[config.mk]
export PLATFORM = sky130hd
export DESIGN_NAME = inc_clk_meter
export DESIGN_NICKNAME = d
export VERILOG_FILES = /design/src/rtl/inc_clk_meter.sv
export SDC_FILE = /design/constraint.sdc
export NUM_CORES = 1
export LEC_CHECK = 0
export CAP_MARGIN = 0
export CORE_AREA = 2 2 73 144
export CTS_CLUSTER_SIZE = 14
export DETAILED_ROUTE_END_ITERATION = 16
export DIE_AREA = 0 0 75 146
export GPL_ROUTABILITY_DRIVEN = 0
export GPL_TIMING_DRIVEN = 0
export PLACE_DENSITY = 0.8
export RECOVER_POWER = 100
export SLEW_MARGIN = 20
export SYNTH_ARGS = -nofsm -noshare
export SYNTH_HDL_FRONTEND = slang
export SYNTH_SLANG_ARGS = --single-unit
[constraint.sdc]
create_clock -name clk -period 4.8 [get_ports clk]
set_input_delay 0.72 -clock clk [delete_from_list [all_inputs] [get_ports clk]]
set_output_delay 0.72 -clock clk [all_outputs]
set_load 0.1 [all_outputs]
[src/rtl/inc_clk_meter.sv]
// inc_clk_meter
//   Receive-side meter for a divided toggle clock. clk_in is synchronized into
//   the clk domain, and each toggle (rising or falling) is one edge. The meter
//   counts clk cycles between edges. It reports the interval as half_period and
//   recovers the divider factor as half_period-2. The divider output toggles
//   every factor+2 source cycles.
//
// Ports
//   clk          fast sampling clock (all logic here)
//   rst          synchronous active-high reset
//   clk_in       divided toggle signal, asynchronous to clk
//   meas_en      1 = measure, 0 = go idle and clear sticky flags
//   half_period  clk cycles between the last two detected toggles
//   factor_est   half_period-2, saturating at 0
//   meas_valid   new measurement pending (valid/ready handshake)
//   meas_ready   consumer accepts when meas_valid && meas_ready
//   meas_stable  last two captured half_period values were equal
//   overrun      sticky: an unaccepted measurement was overwritten
//   stalled      no toggle seen for TIMEOUT cycles
module inc_clk_meter #(
    parameter int          SYNC_STAGES = 2,
    parameter int          CNT_W       = 32,
    parameter logic [31:0] TIMEOUT     = 32'd1000000
) (
    input  logic             clk,
    input  logic             rst,
    input  logic             clk_in,
    input  logic             meas_en,
    output logic [CNT_W-1:0] half_period,
    output logic [CNT_W-1:0] factor_est,
    output logic             meas_valid,
    input  logic             meas_ready,
    output logic             meas_stable,
    output logic             overrun,
    output logic             stalled
);

    localparam logic [1:0] S_IDLE  = 2'd0;
    localparam logic [1:0] S_ARM   = 2'd1;
    localparam logic [1:0] S_MEAS  = 2'd2;
    localparam logic [1:0] S_STALL = 2'd3;

    localparam logic [CNT_W-1:0] CNT_MAX = '1;
    localparam logic [CNT_W-1:0] TO_LAST = CNT_W'(TIMEOUT - 32'd1);
    localparam logic [CNT_W-1:0] TWO     = CNT_W'(2);

    logic [SYNC_STAGES-1:0] sync_q;
    logic                   prev_q;
    logic                   tgl_edge;
    logic [1:0]             state_q;
    logic [CNT_W-1:0]       cnt_q;
    logic [CNT_W-1:0]       cnt_inc;
    logic [CNT_W-1:0]       cap_fe;
    logic                   have_prev_q;

    // Synchronizer plus one edge-detect flop. Both toggle directions count.
    always_ff @(posedge clk) begin
        if (rst) begin
            sync_q <= '0;
            prev_q <= 1'b0;
        end else begin
            sync_q <= {sync_q[SYNC_STAGES-2:0], clk_in};
            prev_q <= sync_q[SYNC_STAGES-1];
        end
    end

    assign tgl_edge = sync_q[SYNC_STAGES-1] ^ prev_q;

    // The saturating count+1 is also the captured interval. The counter is
    // cleared on the edge cycle itself, so the cycle holding the edge must be
    // counted as part of the interval.
    assign cnt_inc = (cnt_q == CNT_MAX) ? cnt_q : cnt_q + 1'b1;
    assign cap_fe  = (cnt_inc < TWO) ? '0 : cnt_inc - TWO;

    always_ff @(posedge clk) begin
        if (rst) begin
            state_q     <= S_IDLE;
            cnt_q       <= '0;
            half_period <= '0;
            factor_est  <= '0;
            meas_valid  <= 1'b0;
            meas_stable <= 1'b0;
            overrun     <= 1'b0;
            stalled     <= 1'b0;
            have_prev_q <= 1'b0;
        end else if (!meas_en) begin
            // Going idle keeps the last measurement but drops all status.
            state_q     <= S_IDLE;
            cnt_q       <= '0;
            meas_valid  <= 1'b0;
            meas_stable <= 1'b0;
            overrun     <= 1'b0;
            stalled     <= 1'b0;
            have_prev_q <= 1'b0;
        end else begin
            // Consumer acceptance. A capture in the same cycle overrides this
            // below and keeps meas_valid high.
            if (meas_valid && meas_ready)
                meas_valid <= 1'b0;

            case (state_q)
                S_IDLE: begin
                    cnt_q   <= '0;
                    state_q <= S_ARM;
                end
                S_ARM: begin
                    // The interval up to the first edge is partial, so it is discarded.
                    cnt_q       <= tgl_edge ? '0 : cnt_inc;
                    have_prev_q <= 1'b0;
                    if (tgl_edge)
                        state_q <= S_MEAS;
                end
                S_MEAS: begin
                    cnt_q <= tgl_edge ? '0 : cnt_inc;
                    if (tgl_edge) begin
                        half_period <= cnt_inc;
                        factor_est  <= cap_fe;
                        meas_valid  <= 1'b1;
                        if (meas_valid && !meas_ready)
                            overrun <= 1'b1;
                        // half_period still holds the previous capture here.
                        meas_stable <= have_prev_q && (cnt_inc == half_period);
                        have_prev_q <= 1'b1;
                    end else if (cnt_q >= TO_LAST) begin
                        state_q     <= S_STALL;
                        stalled     <= 1'b1;
                        meas_stable <= 1'b0;
                        have_prev_q <= 1'b0;
                    end
                end
                default: begin // S_STALL
                    // The first edge after a stall ends an interval of unknown
                    // length, so it only restarts measurement.
                    cnt_q <= tgl_edge ? '0 : cnt_inc;
                    if (tgl_edge) begin
                        state_q     <= S_MEAS;
                        stalled     <= 1'b0;
                        have_prev_q <= 1'b0;
                    end
                end
            endcase
        end
    end

endmodule

==> key figures, run 1 <==
Yosys
  – Synth area leaders: dfxtp_1 37%, xnor2_1 7.8%, nor2_1 7.3%
  – Register bit total from synthesis: 106
  – Syn_nets: 664
  – Gate Count Post-Synth: 657
  – Synth top area share: 36.9%
  – Cell with the most instances after synthesis: nor2_1
  – Asr flop ratio synth: 0%
  – Ys flop type: dfxtp_1
  – Number of flops mapped to enable cells by yosys: 0
  – Mapped Avg Cell Area: 8.75 um^2
  – Synth warnings: 0
  – Mapped cell area: 5750 um^2
  – Netlist cell types: 74
  – Seq/Total Area, Yosys: 36.9%
  – Synth top cells by count: 112 x nor2_1, 106 x dfxtp_1, 51 x xnor2_1, 43 x nand2_1, 26 x xor2_1
  – Synth area leader: dfxtp_1

Clocking
  – TritonCTS buffer count: 9
  – Setup Buffers After CTS: 0
  – # resized after CTS: 0
  – Hold-fix buffer count after cts: 0
  – Sink count of the clock tree: 106
  – CTS tree: yes
  – Clock-pin slew on the worst setup and hold paths: 0.08 ns
  – Worst skew pair latency: 0.35 ns
  – Root Buffer: clkbuf_16
  – Clock Tree Buf Depth: 2
  – H-tree levels: 3

Route
  – Vias post-DR: 5,496
  – Detailed Route Iter0 Violations: 535
  – Final ANT Viol Nets: 0
  – Drt pass-1 iters: 5
  – Vias/cell: 6.27
  – Final wirelength: 17.9 mm
  – Detailed-route DRC error count: 0
  – Wire per inst: 20.4 um

Placement
  – Buffers on Ports: 72
  – Place WS: 0.768 ns
  – DP Wirelength: 13.5 mm
  – Placed Cells: 861

Flow run
  – MaxCap Viol Count: 0

Die
  – Core ar.: 9760 um^2
  – I/O pin total: 73
  – Die Y: 146 um
  – Row count: 51
  – Starting Density: 58.8%
  – Die area: 11,000 um^2
  – Die span in x: 75 um

GRT
  – Largest net degree at the start of global routing: 19
  – Initial antenna violation count: 0
  – Vias in the first global route: 5,497
  – Global route overflow: 0
  – GRT Resource Usage Total: 33.5%
  – First-pass GRT wire length: 28.0 mm

Min path
  – Hold path cells: 1
  – Hold Path Sink: sync_q[1]$_SDFF_PP0_
  – Hold Crit Start: sync_q[0]$_SDFF_PP0_
  – Min-Delay Path Class: reg2reg

Cells and area
  – Filler cells: 816
  – Final core utilization: 69.5%
  – Area grow syn2layout: 18.1%
  – Multi-input gate area: 3270 um^2
  – ANT cells: 0
  – Finished Layout Cells: 876
  – Layout cells sized above 1: 7.66%
  – Nets@finish: 747
  – Register Area: 2120 um^2

Power and ir drop
  – Power, Total: 1.64 mW
  – Power Density: 241 nW/um^2
  – Leak: 2.61 nW
  – Maximum vdd ir drop: 0.232 mV

Setup path
  – FF-to-FF path depth: 11
  – Reg2Reg Capture Point: factor_est[31]$_SDFFE_PP0P_
  – Startpoint Class: flip-flop
  – Worst endpoint required time: 5.08 ns
  – Setup CP Type: reg2reg
  – Crit-path max FO: 10
  – R2R Path Start: cnt_q[26]$_SDFF_PP0_
  – Reg-to-reg slack, setup: 0.48 ns
  – Worst path arrival time: 4.60 ns
  – Worst setup EP type: flip-flop

STA
  – Max Clock Skew: 0.00906 ns
  – Final hold vios: 0
  – FMAX: 0.231 GHz
  – Setup ws final: 0.478 ns
  – RSZ-0062 raised after global routing: no
  – Final setup viols: 0
  – Final slew viol count: 0
  – Final period demand of the worst path: 4.32 ns
  – Setup TNS: 0 ns
  – Worst Tran Pin Value: 1.07 ns
  – Final period utilization: 90.0%
  – Max-slew headroom: 27.9%

Run status
  – Status: finished clean
[how the worst max path moves through the flow]
stage                               from                           to  slack (ns)  depth (start not counted)
global placement     cnt_q[0]$_SDFF_PP0_  factor_est[31]$_SDFFE_PP0P_        0.86                         12
CTS                  cnt_q[0]$_SDFF_PP0_  factor_est[31]$_SDFFE_PP0P_        0.72                         12
detailed placement   cnt_q[0]$_SDFF_PP0_  factor_est[31]$_SDFFE_PP0P_        0.77                         12
floorplan            cnt_q[0]$_SDFF_PP0_  factor_est[31]$_SDFFE_PP0P_        1.53                         12
global route        cnt_q[24]$_SDFF_PP0_  factor_est[19]$_SDFFE_PP0P_        0.24                         13
finish              cnt_q[26]$_SDFF_PP0_  factor_est[31]$_SDFFE_PP0P_        0.48                         11
[routing by layer]
layer / wire length (um) / global-route usage (%)
met2: 9300 / 57.0
met1: 6360 / 35.6
met3: 818 / 4.50
met4: 1420 / 24.5
met5: 0 / 0
[power breakdown]
part	internal (mW)	switching [mW]
sequential	0.881	0.00262
clock	0.356	0.348
combinational	0.0160	0.0331
total	1.25	0.383
[worst max-delay path, stage by stage, from the launching register on]
cell	delay [ns]
dfxtp_1	0.48
nand4_1	0.28
nor3_4	0.41
clkbuf_1	0.44
nand3_1	0.27
mux2i_1	0.45
ha_1	0.30
and4b_1	0.29
nor4b_4	0.57
nand4_2	0.17
mux2_1	0.38
a211oi_2	0.21
[logic make-up (layout without fill, tap and decap cells)]
family	count (synthesis)	count (layout)	share of synthesized area, %
fa+ha+maj	2	2	0.435
xor+xnor	80	80	12.6
compound gates	129	129	17.6
mux	5	5	1.18
simple gates	291	291	27.1
buf+inv	44	131	4.20
flops	106	106	36.9
[cells in the final DEF (no fill, tap or decap), types with 13 or more instances in the layout]
master,n
a211oi_1,25
a21oi_1,25
a22oi_1,13
and3_1,15
and4_1,15
clkbuf_1,21
dfxtp_1,106
dlygate4sd3_1,70
nand2_1,43
nand3_1,20
nand4_1,17
nor2_1,112
nor3_1,15
o21ai_0,17
xnor2_1,53
xor2_1,26
[sequential cells by signal, summed over array words and instances, names as in the netlist]
register     flops
state_q          2
prev_q           1
factor_est      32
stalled          1
meas_stable      1
half_period     32
meas_valid       1
have_prev_q      1
cnt_q           32
overrun          1
sync_q           2
[layout make-up]
cell class / count / share of cell area [%]
Buffer: 36 / 2.91
Clock buffer: 9 / 3.32
Clock inverter: 6 / 0.719
Inverter: 8 / 0.443
Multi-Input combinational cell: 507 / 48.3
Sequential cell: 106 / 31.3
Tap cell: 132 / 2.43
Timing Repair Buffer: 72 / 10.6
[per-stage QoR]
stage,hold slack (ns),cell area [um^2]
after floorplan,0.414,5750
after global placement,0.416,6630
after detailed placement,0.441,6630
after CTS,0.456,6910
after global routing,0.472,6780
final,0.456,6780
No activity file was read; power rests on OpenSTA's default activity.
==> run 2: changes to the inputs <==
Settings changed: CAP_MARGIN 0 to 10, REMOVE_ABC_BUFFERS set to 1.
==> key figures, run 2 (synthesis results as in run 1) <==
Cells and area
  – Final core utilization: 68.3% (was 69.5%)
  – Nets@finish: 714 (was 747)
  – Area grow syn2layout: 16.1% (was 18.1%)
  – Finished Layout Cells: 844 (was 876)
  – Largest registers: cnt_q (32), factor_est (32), half_period (32) (unchanged)
  – Layout cells sized above 1: 7.02% (was 7.66%)
  – Leading cell type in the layout, fill and taps excluded: nor2_1 (unchanged)
  – Commonest cells after routing, fill and taps aside: 112 x nor2_1, 106 x dfxtp_1, 68 x dlygate4sd3_1, 52 x xnor2_1, 42 x nand2_1 (was 112 x nor2_1, 106 x dfxtp_1, 70 x dlygate4sd3_1, 53 x xnor2_1, 43 x nand2_1)
  – ANT cells: 0 (unchanged)

GRT
  – Global route overflow: 0 (unchanged)
  – Largest net degree at the start of global routing: 39 (was 19)
  – GRT Resource Usage Total: 29.2% (was 33.5%)
  – Vias in the first global route: 5,069 (was 5,497)
  – Initial antenna violation count: 0 (unchanged)
  – First-pass GRT wire length: 25.1 mm (was 28.0 mm)

Run status
  – Failing checks: capacitance limit
  – Status: finished with violations (was finished clean)

Min path
  – Hold path cells: 2 (was 1)
  – Min-Delay Path Class: reg2reg (unchanged)

Clocking
  – Setup Buffers After CTS: 0 (unchanged)
  – CTS tree: yes (unchanged)
  – Clock Tree Buf Depth: 2 (unchanged)
  – # resized after CTS: 0 (unchanged)
  – Root Buffer: clkbuf_16 (unchanged)
  – H-tree levels: 3 (unchanged)
  – Hold-fix buffer count after cts: 0 (unchanged)
  – Sink count of the clock tree: 106 (unchanged)
  – Worst skew pair latency: 0.35 ns (about the same)
  – TritonCTS buffer count: 9 (unchanged)
  – Clock-pin slew on the worst setup and hold paths: 0.07 ns (was 0.08 ns)

Route
  – Wire per inst: 18.1 um (was 20.4 um)
  – Vias/cell: 6.14 (was 6.27)
  – Detailed-route DRC error count: 0 (unchanged)
  – Drt pass-1 iters: 6 (was 5)
  – Detailed Route Iter0 Violations: 506 (was 535)
  – Vias post-DR: 5,180 (was 5,496)
  – Final ANT Viol Nets: 0 (unchanged)
  – Final wirelength: 15.3 mm (was 17.9 mm)

STA
  – Final slew viol count: 0 (unchanged)
  – FMAX: 0.230 GHz (was 0.231 GHz)
  – Max Clock Skew: 0.00831 ns (was 0.00906 ns)
  – Max-slew headroom: 0.689% (was 27.9%)
  – Final hold vios: 0 (unchanged)
  – RSZ-0062 raised after global routing: no (unchanged)
  – Setup TNS: 0 ns (unchanged)
  – Final setup viols: 0 (unchanged)
  – Final period utilization: 90.6% (was 90.0%)
  – Worst Tran Pin Value: 1.49 ns (was 1.07 ns)
  – Final period demand of the worst path: 4.35 ns (was 4.32 ns)

Setup path
  – Critical Path Stages: 10 (was 11)
  – Critical path cell sequence: nand4_1 -> nor3_4 -> nand3_1 -> mux2i_1 -> ha_1 -> and4b_1 -> nor4b_4 -> nand4_2 -> mux2_1 -> a211oi_2 (was nand4_1 -> nor3_4 -> clkbuf_1 -> nand3_1 -> mux2i_1 -> ha_1 -> and4b_1 -> nor4b_4 -> nand4_2 -> mux2_1 -> a211oi_2)
  – FF-to-FF path depth: 10 (was 11)
  – Crit-path max cell delay: 0.70 ns (was 0.57 ns)
  – Startpoint Class: flip-flop (unchanged)
  – Setup CP Type: reg2reg (unchanged)
  – CP top delay family: simple AND/OR/NAND/NOR gates (unchanged)
  – Crit-path max FO: 19 (was 10)
  – Worst endpoint required time: 5.06 ns (was 5.08 ns)
  – CP max stage cell: nor3_4 (was nor4b_4)
  – Worst setup EP type: flip-flop (unchanged)
  – Worst Path Buf+Inv: 0 (was 1)
  – Worst path arrival time: 4.61 ns (was 4.60 ns)

Power and ir drop
  – Maximum vdd ir drop: 0.183 mV (was 0.232 mV)
  – Comb power frac: 2.8% (was 3.0%)
  – Flop pwr share: 54.2% (was 54.0%)
  – Power Density: 245 nW/um^2 (was 241 nW/um^2)
  – Leak: 2.54 nW (was 2.61 nW)
  – Switching Power: 0.367 mW (was 0.383 mW)
  – Net Sw Frac: 22.5% (was 23.4%)
  – Cell internal pwr: 1.26 mW (was 1.25 mW)
  – Clk network pwr share: 43.0% (about the same)

Die
  – Die area: 11,000 um^2 (unchanged)
  – I/O pin total: 73 (unchanged)
  – Starting Density: 58.8% (unchanged)
  – Core ar.: 9760 um^2 (unchanged)
  – Row count: 51 (unchanged)
  – Die Y: 146 um (unchanged)
  – Die span in x: 75 um (unchanged)

Placement
  – DP Wirelength: 11.3 mm (was 13.5 mm)
  – Buffers on Ports: 72 (unchanged)
  – Placed Cells: 828 (was 861)

Flow run
  – MaxCap Viol Count: 1 (was 0)
## run 2: worst register-to-register path: cells and delay by family (launching register included)
| family | cells | cell delay [ns] |
|---|---|---|
| muxes | 2 | 0.81 |
| adders and majority gates | 1 | 0.30 |
| DFF | 1 | 0.49 |
| and+or+nand+nor | 6 | 2.46 |
| AOI/OAI and AO/OA | 1 | 0.21 |
## run 2: worst paths after layout
kind / startpoint / to / slack (ns)
max: cnt_q[24]$_SDFF_PP0_ / factor_est[31]$_SDFFE_PP0P_ / 0.45
min reg2reg: factor_est[5]$_SDFFE_PP0P_ / factor_est[5]$_SDFFE_PP0P_ / 0.45
min: factor_est[5]$_SDFFE_PP0P_ / factor_est[5]$_SDFFE_PP0P_ / 0.45
max reg2reg: cnt_q[24]$_SDFF_PP0_ / factor_est[31]$_SDFFE_PP0P_ / 0.45
## run 2: final cells by class
type,count,area [um^2]
multi-input combinational,507,3310
fill,826,3090
sequential,106,2120
timing repair buffer,75,758
clock buffer,11,243
tap,132,165
clock inverter,5,37.5
inverter,8,30.0
## run 2: power by group through the flow
stage | Clock [mW] | Sequential (mW) | Combinational, mW
6_report | 0.702 | 0.884 | 0.0456
5_1_grt | 0.740 | 0.884 | 0.0499
3_3_place_gp | 0 | 0.904 | 0.0452
3_5_place_dp | 0 | 0.904 | 0.0481
4_1_cts | 0.707 | 0.884 | 0.0485
2_1_floorplan | 0 | 0.906 | 0.0244
## run 2: layer usage
layer	vias up	share of wire, %	track usage [%]
met5	-	0	0
met4	0	4.8	15.4
met3	60	4.5	3.81
met2	190	54	50.3
met1	2472	37	33.5
li1	2458	-	-
## run 2: through the flow
step	power [mW]	hold WS, ns	instance area [um^2]	setup slack [ns]
after floorplan	0.931	0.414	5530	1.52
after global placement	0.949	0.431	6420	0.373
after detailed placement	0.952	0.439	6480	0.568
after CTS	1.64	0.459	6760	0.529
after global routing	1.67	0.468	6670	0.196
final	1.63	0.453	6670	0.451
==> run 3: changes to the inputs <==
Settings changed: CORE_AREA 2 2 73 144 to 2 2 75 149, DIE_AREA 0 0 75 146 to 0 0 77 151, PLACE_DENSITY 0.8 to 0.76.
Clock period 4.8 ns to 4.2 ns, I/O delays scaled along.
==> key figures, run 3 (synthesis results as in run 1) <==
Run status
  – Status: finished clean (was finished with violations)

Cells and area
  – Commonest cells after routing, fill and taps aside: 112 x nor2_1, 106 x dfxtp_1, 69 x dlygate4sd3_1, 53 x xnor2_1, 42 x nand2_1 (was 112 x nor2_1, 106 x dfxtp_1, 68 x dlygate4sd3_1, 52 x xnor2_1, 42 x nand2_1)
  – Area grow syn2layout: 16.9% (was 16.1%)
  – Nets@finish: 719 (was 714)
  – Largest registers: cnt_q (32), factor_est (32), half_period (32) (unchanged)
  – ANT cells: 0 (unchanged)
  – Finished Layout Cells: 854 (was 844)
  – Leading cell type in the layout, fill and taps excluded: nor2_1 (unchanged)
  – Final core utilization: 64.1% (was 68.3%)
  – Layout cells sized above 1: 7.67% (was 7.02%)
  – Finished Cell Area: 6720 um^2 (was 6670 um^2)

STA
  – Final period utilization: 93.8% (was 90.6%)
  – FMAX: 0.254 GHz (was 0.230 GHz)
  – Max Clock Skew: 0.00911 ns (was 0.00831 ns)
  – Final period demand of the worst path: 3.94 ns (was 4.35 ns)
  – Worst Tran Pin Value: 1.42 ns (was 1.49 ns)
  – Setup ws final: 0.261 ns (was 0.451 ns)
  – Final hold vios: 0 (unchanged)
  – Max-slew headroom: 5.08% (was 0.689%)
  – Final setup viols: 0 (unchanged)
  – RSZ-0062 raised after global routing: no (unchanged)
  – Final slew viol count: 0 (unchanged)

GRT
  – Largest net degree at the start of global routing: 34 (was 39)
  – Vias in the first global route: 5,011 (was 5,069)
  – Initial antenna violation count: 0 (unchanged)
  – Global route overflow: 0 (unchanged)
  – GRT Resource Usage Total: 26.5% (was 29.2%)
  – First-pass GRT wire length: 24.5 mm (was 25.1 mm)

Flow run
  – MaxCap Viol Count: 0 (was 1)

Power and ir drop
  – Flop pwr share: 53.5% (was 54.2%)
  – Power, Total: 1.89 mW (was 1.63 mW)
  – Switching Power: 0.435 mW (was 0.367 mW)
  – Leak: 2.57 nW (was 2.54 nW)
  – Cell internal pwr: 1.45 mW (was 1.26 mW)
  – Clk network pwr share: 43.5% (was 43.0%)
  – Net Sw Frac: 23.0% (was 22.5%)
  – Power Density: 281 nW/um^2 (was 245 nW/um^2)
  – Comb power frac: 3.0% (was 2.8%)
  – Maximum vdd ir drop: 0.211 mV (was 0.183 mV)

Route
  – Vias post-DR: 5,188 (was 5,180)
  – Wire per inst: 17.8 um (was 18.1 um)
  – Detailed-route DRC error count: 0 (unchanged)
  – Vias/cell: 6.07 (was 6.14)
  – Final ANT Viol Nets: 0 (unchanged)
  – Detailed Route Iter0 Violations: 329 (was 506)
  – Final wirelength: 15.2 mm (was 15.3 mm)
  – Drt pass-1 iters: 7 (was 6)

Clocking
  – Sink count of the clock tree: 106 (unchanged)
  – Clock-pin slew on the worst setup and hold paths: 0.07 ns (about the same)
  – Clock Tree Buf Depth: 2 (unchanged)
  – Worst skew pair latency: 0.36 ns (was 0.35 ns)
  – Root Buffer: clkbuf_16 (unchanged)
  – H-tree levels: 3 (unchanged)
  – TritonCTS buffer count: 9 (unchanged)
  – CTS tree: yes (unchanged)

Setup path
  – Worst endpoint required time: 4.46 ns (was 5.06 ns)
  – Startpoint Class: flip-flop (unchanged)
  – Reg2Reg Capture Point: factor_est[28]$_SDFFE_PP0P_ (was factor_est[31]$_SDFFE_PP0P_)
  – Setup CP Type: reg2reg (unchanged)
  – Worst path arrival time: 4.20 ns (was 4.61 ns)
  – FF-to-FF path depth: 10 (unchanged)
  – Reg-to-reg slack, setup: 0.26 ns (was 0.45 ns)
  – R2R Path Start: cnt_q[0]$_SDFF_PP0_ (was cnt_q[24]$_SDFF_PP0_)
  – Worst setup EP type: flip-flop (unchanged)
  – Crit-path max FO: 12 (was 19)

Min path
  – Hold Crit Start: factor_est[5]$_SDFFE_PP0P_ (unchanged)
  – Min-Delay Path Class: reg2reg (unchanged)
  – Hold path cells: 2 (unchanged)
  – Hold Path Sink: factor_est[5]$_SDFFE_PP0P_ (unchanged)

Placement
  – DP Wirelength: 11.4 mm (was 11.3 mm)
  – Place WS: 0.0147 ns (was 0.568 ns)
  – Placed Cells: 833 (was 828)
  – Placed instance area: 6500 um^2 (was 6480 um^2)
  – Buffers on Ports: 72 (unchanged)

Die
  – Row count: 53 (was 51)
  – Die Y: 151 um (was 146 um)
  – Core ar.: 10,500 um^2 (was 9760 um^2)
  – Die span in x: 77 um (was 75 um)
  – Die area: 11,600 um^2 (was 11,000 um^2)
  – Starting Density: 54.8% (was 58.8%)
  – I/O pin total: 73 (unchanged)
[run 3: cell types whose count changed in the layout (fill, tap and decap cells not counted), sizes merged]
| cell | delta |
|---|---|
| buf | +7 |
| clkinv | +1 |
| clkdlybuf4s50 | -1 |
| inv | +2 |
| clkinvlp | -2 |
| dlygate4sd3 | +1 |
| clkbuf | -3 |
[run 3: worst max-delay path: stages, from the launching register on]
cell      delay, ns
dfxtp_1        0.38
ha_1           0.29
and3_2         0.26
and4_4         0.28
a311oi_1       0.54
o21ai_1        0.28
nor3_1         0.77
and3_1         0.45
nand4_1        0.16
xnor2_1        0.17
a211oi_1       0.27
[run 3: stage by stage]
step	TNS (ns)	hold WS [ns]
after CTS	0	0.457
after global placement	-1.23	0.431
after detailed placement	0	0.443
after floorplan	0	0.414
after global routing	0	0.462
final	0	0.452
[run 3: layout make-up]
cell class                      count  area (um^2)
Fill cell                         949         3760
Sequential cell                   106         2120
Inverter                            8         30.0
Timing Repair Buffer               80          828
Multi-Input combinational cell    507         3280
Tap cell                          137          171
Clock buffer                       10          239
Clock inverter                      6         48.8
[run 3: what timing repair did]
action	CTS	global route
setup endpoints to repair	2	10
gates resized for setup	1	0
setup buffers	0	5
hold buffers	0	0
pin swaps	0	1
[run 3: worst max path at each step]
stage | from | end | depth (start not counted)
detailed placement | cnt_q[20]$_SDFF_PP0_ | factor_est[31]$_SDFFE_PP0P_ | 10
global route | cnt_q[0]$_SDFF_PP0_ | factor_est[28]$_SDFFE_PP0P_ | 10
finish | cnt_q[0]$_SDFF_PP0_ | factor_est[28]$_SDFFE_PP0P_ | 10
global placement | rst | cnt_q[7]$_SDFF_PP0_ | 4
CTS | cnt_q[24]$_SDFF_PP0_ | factor_est[31]$_SDFFE_PP0P_ | 10
floorplan | cnt_q[17]$_SDFF_PP0_ | factor_est[31]$_SDFFE_PP0P_ | 10
[run 3: power groups by stage]
stage | Combinational, mW | Clock (mW) | Sequential (mW)
2_1_floorplan | 0.0279 | 0 | 1.04
3_3_place_gp | 0.0519 | 0 | 1.03
3_5_place_dp | 0.0565 | 0 | 1.03
4_1_cts | 0.0569 | 0.830 | 1.01
5_1_grt | 0.0611 | 0.867 | 1.01
6_report | 0.0566 | 0.822 | 1.01
[run 3: layer usage]
layer | vias to the layer above | share of wire, % | track usage, %
li1 | 2485 | - | -
met1 | 2447 | 37 | 28.0
met2 | 181 | 52 | 48.3
met3 | 75 | 4.0 | 3.58
met4 | 0 | 6.1 | 18.1
met5 | - | 0 | 0
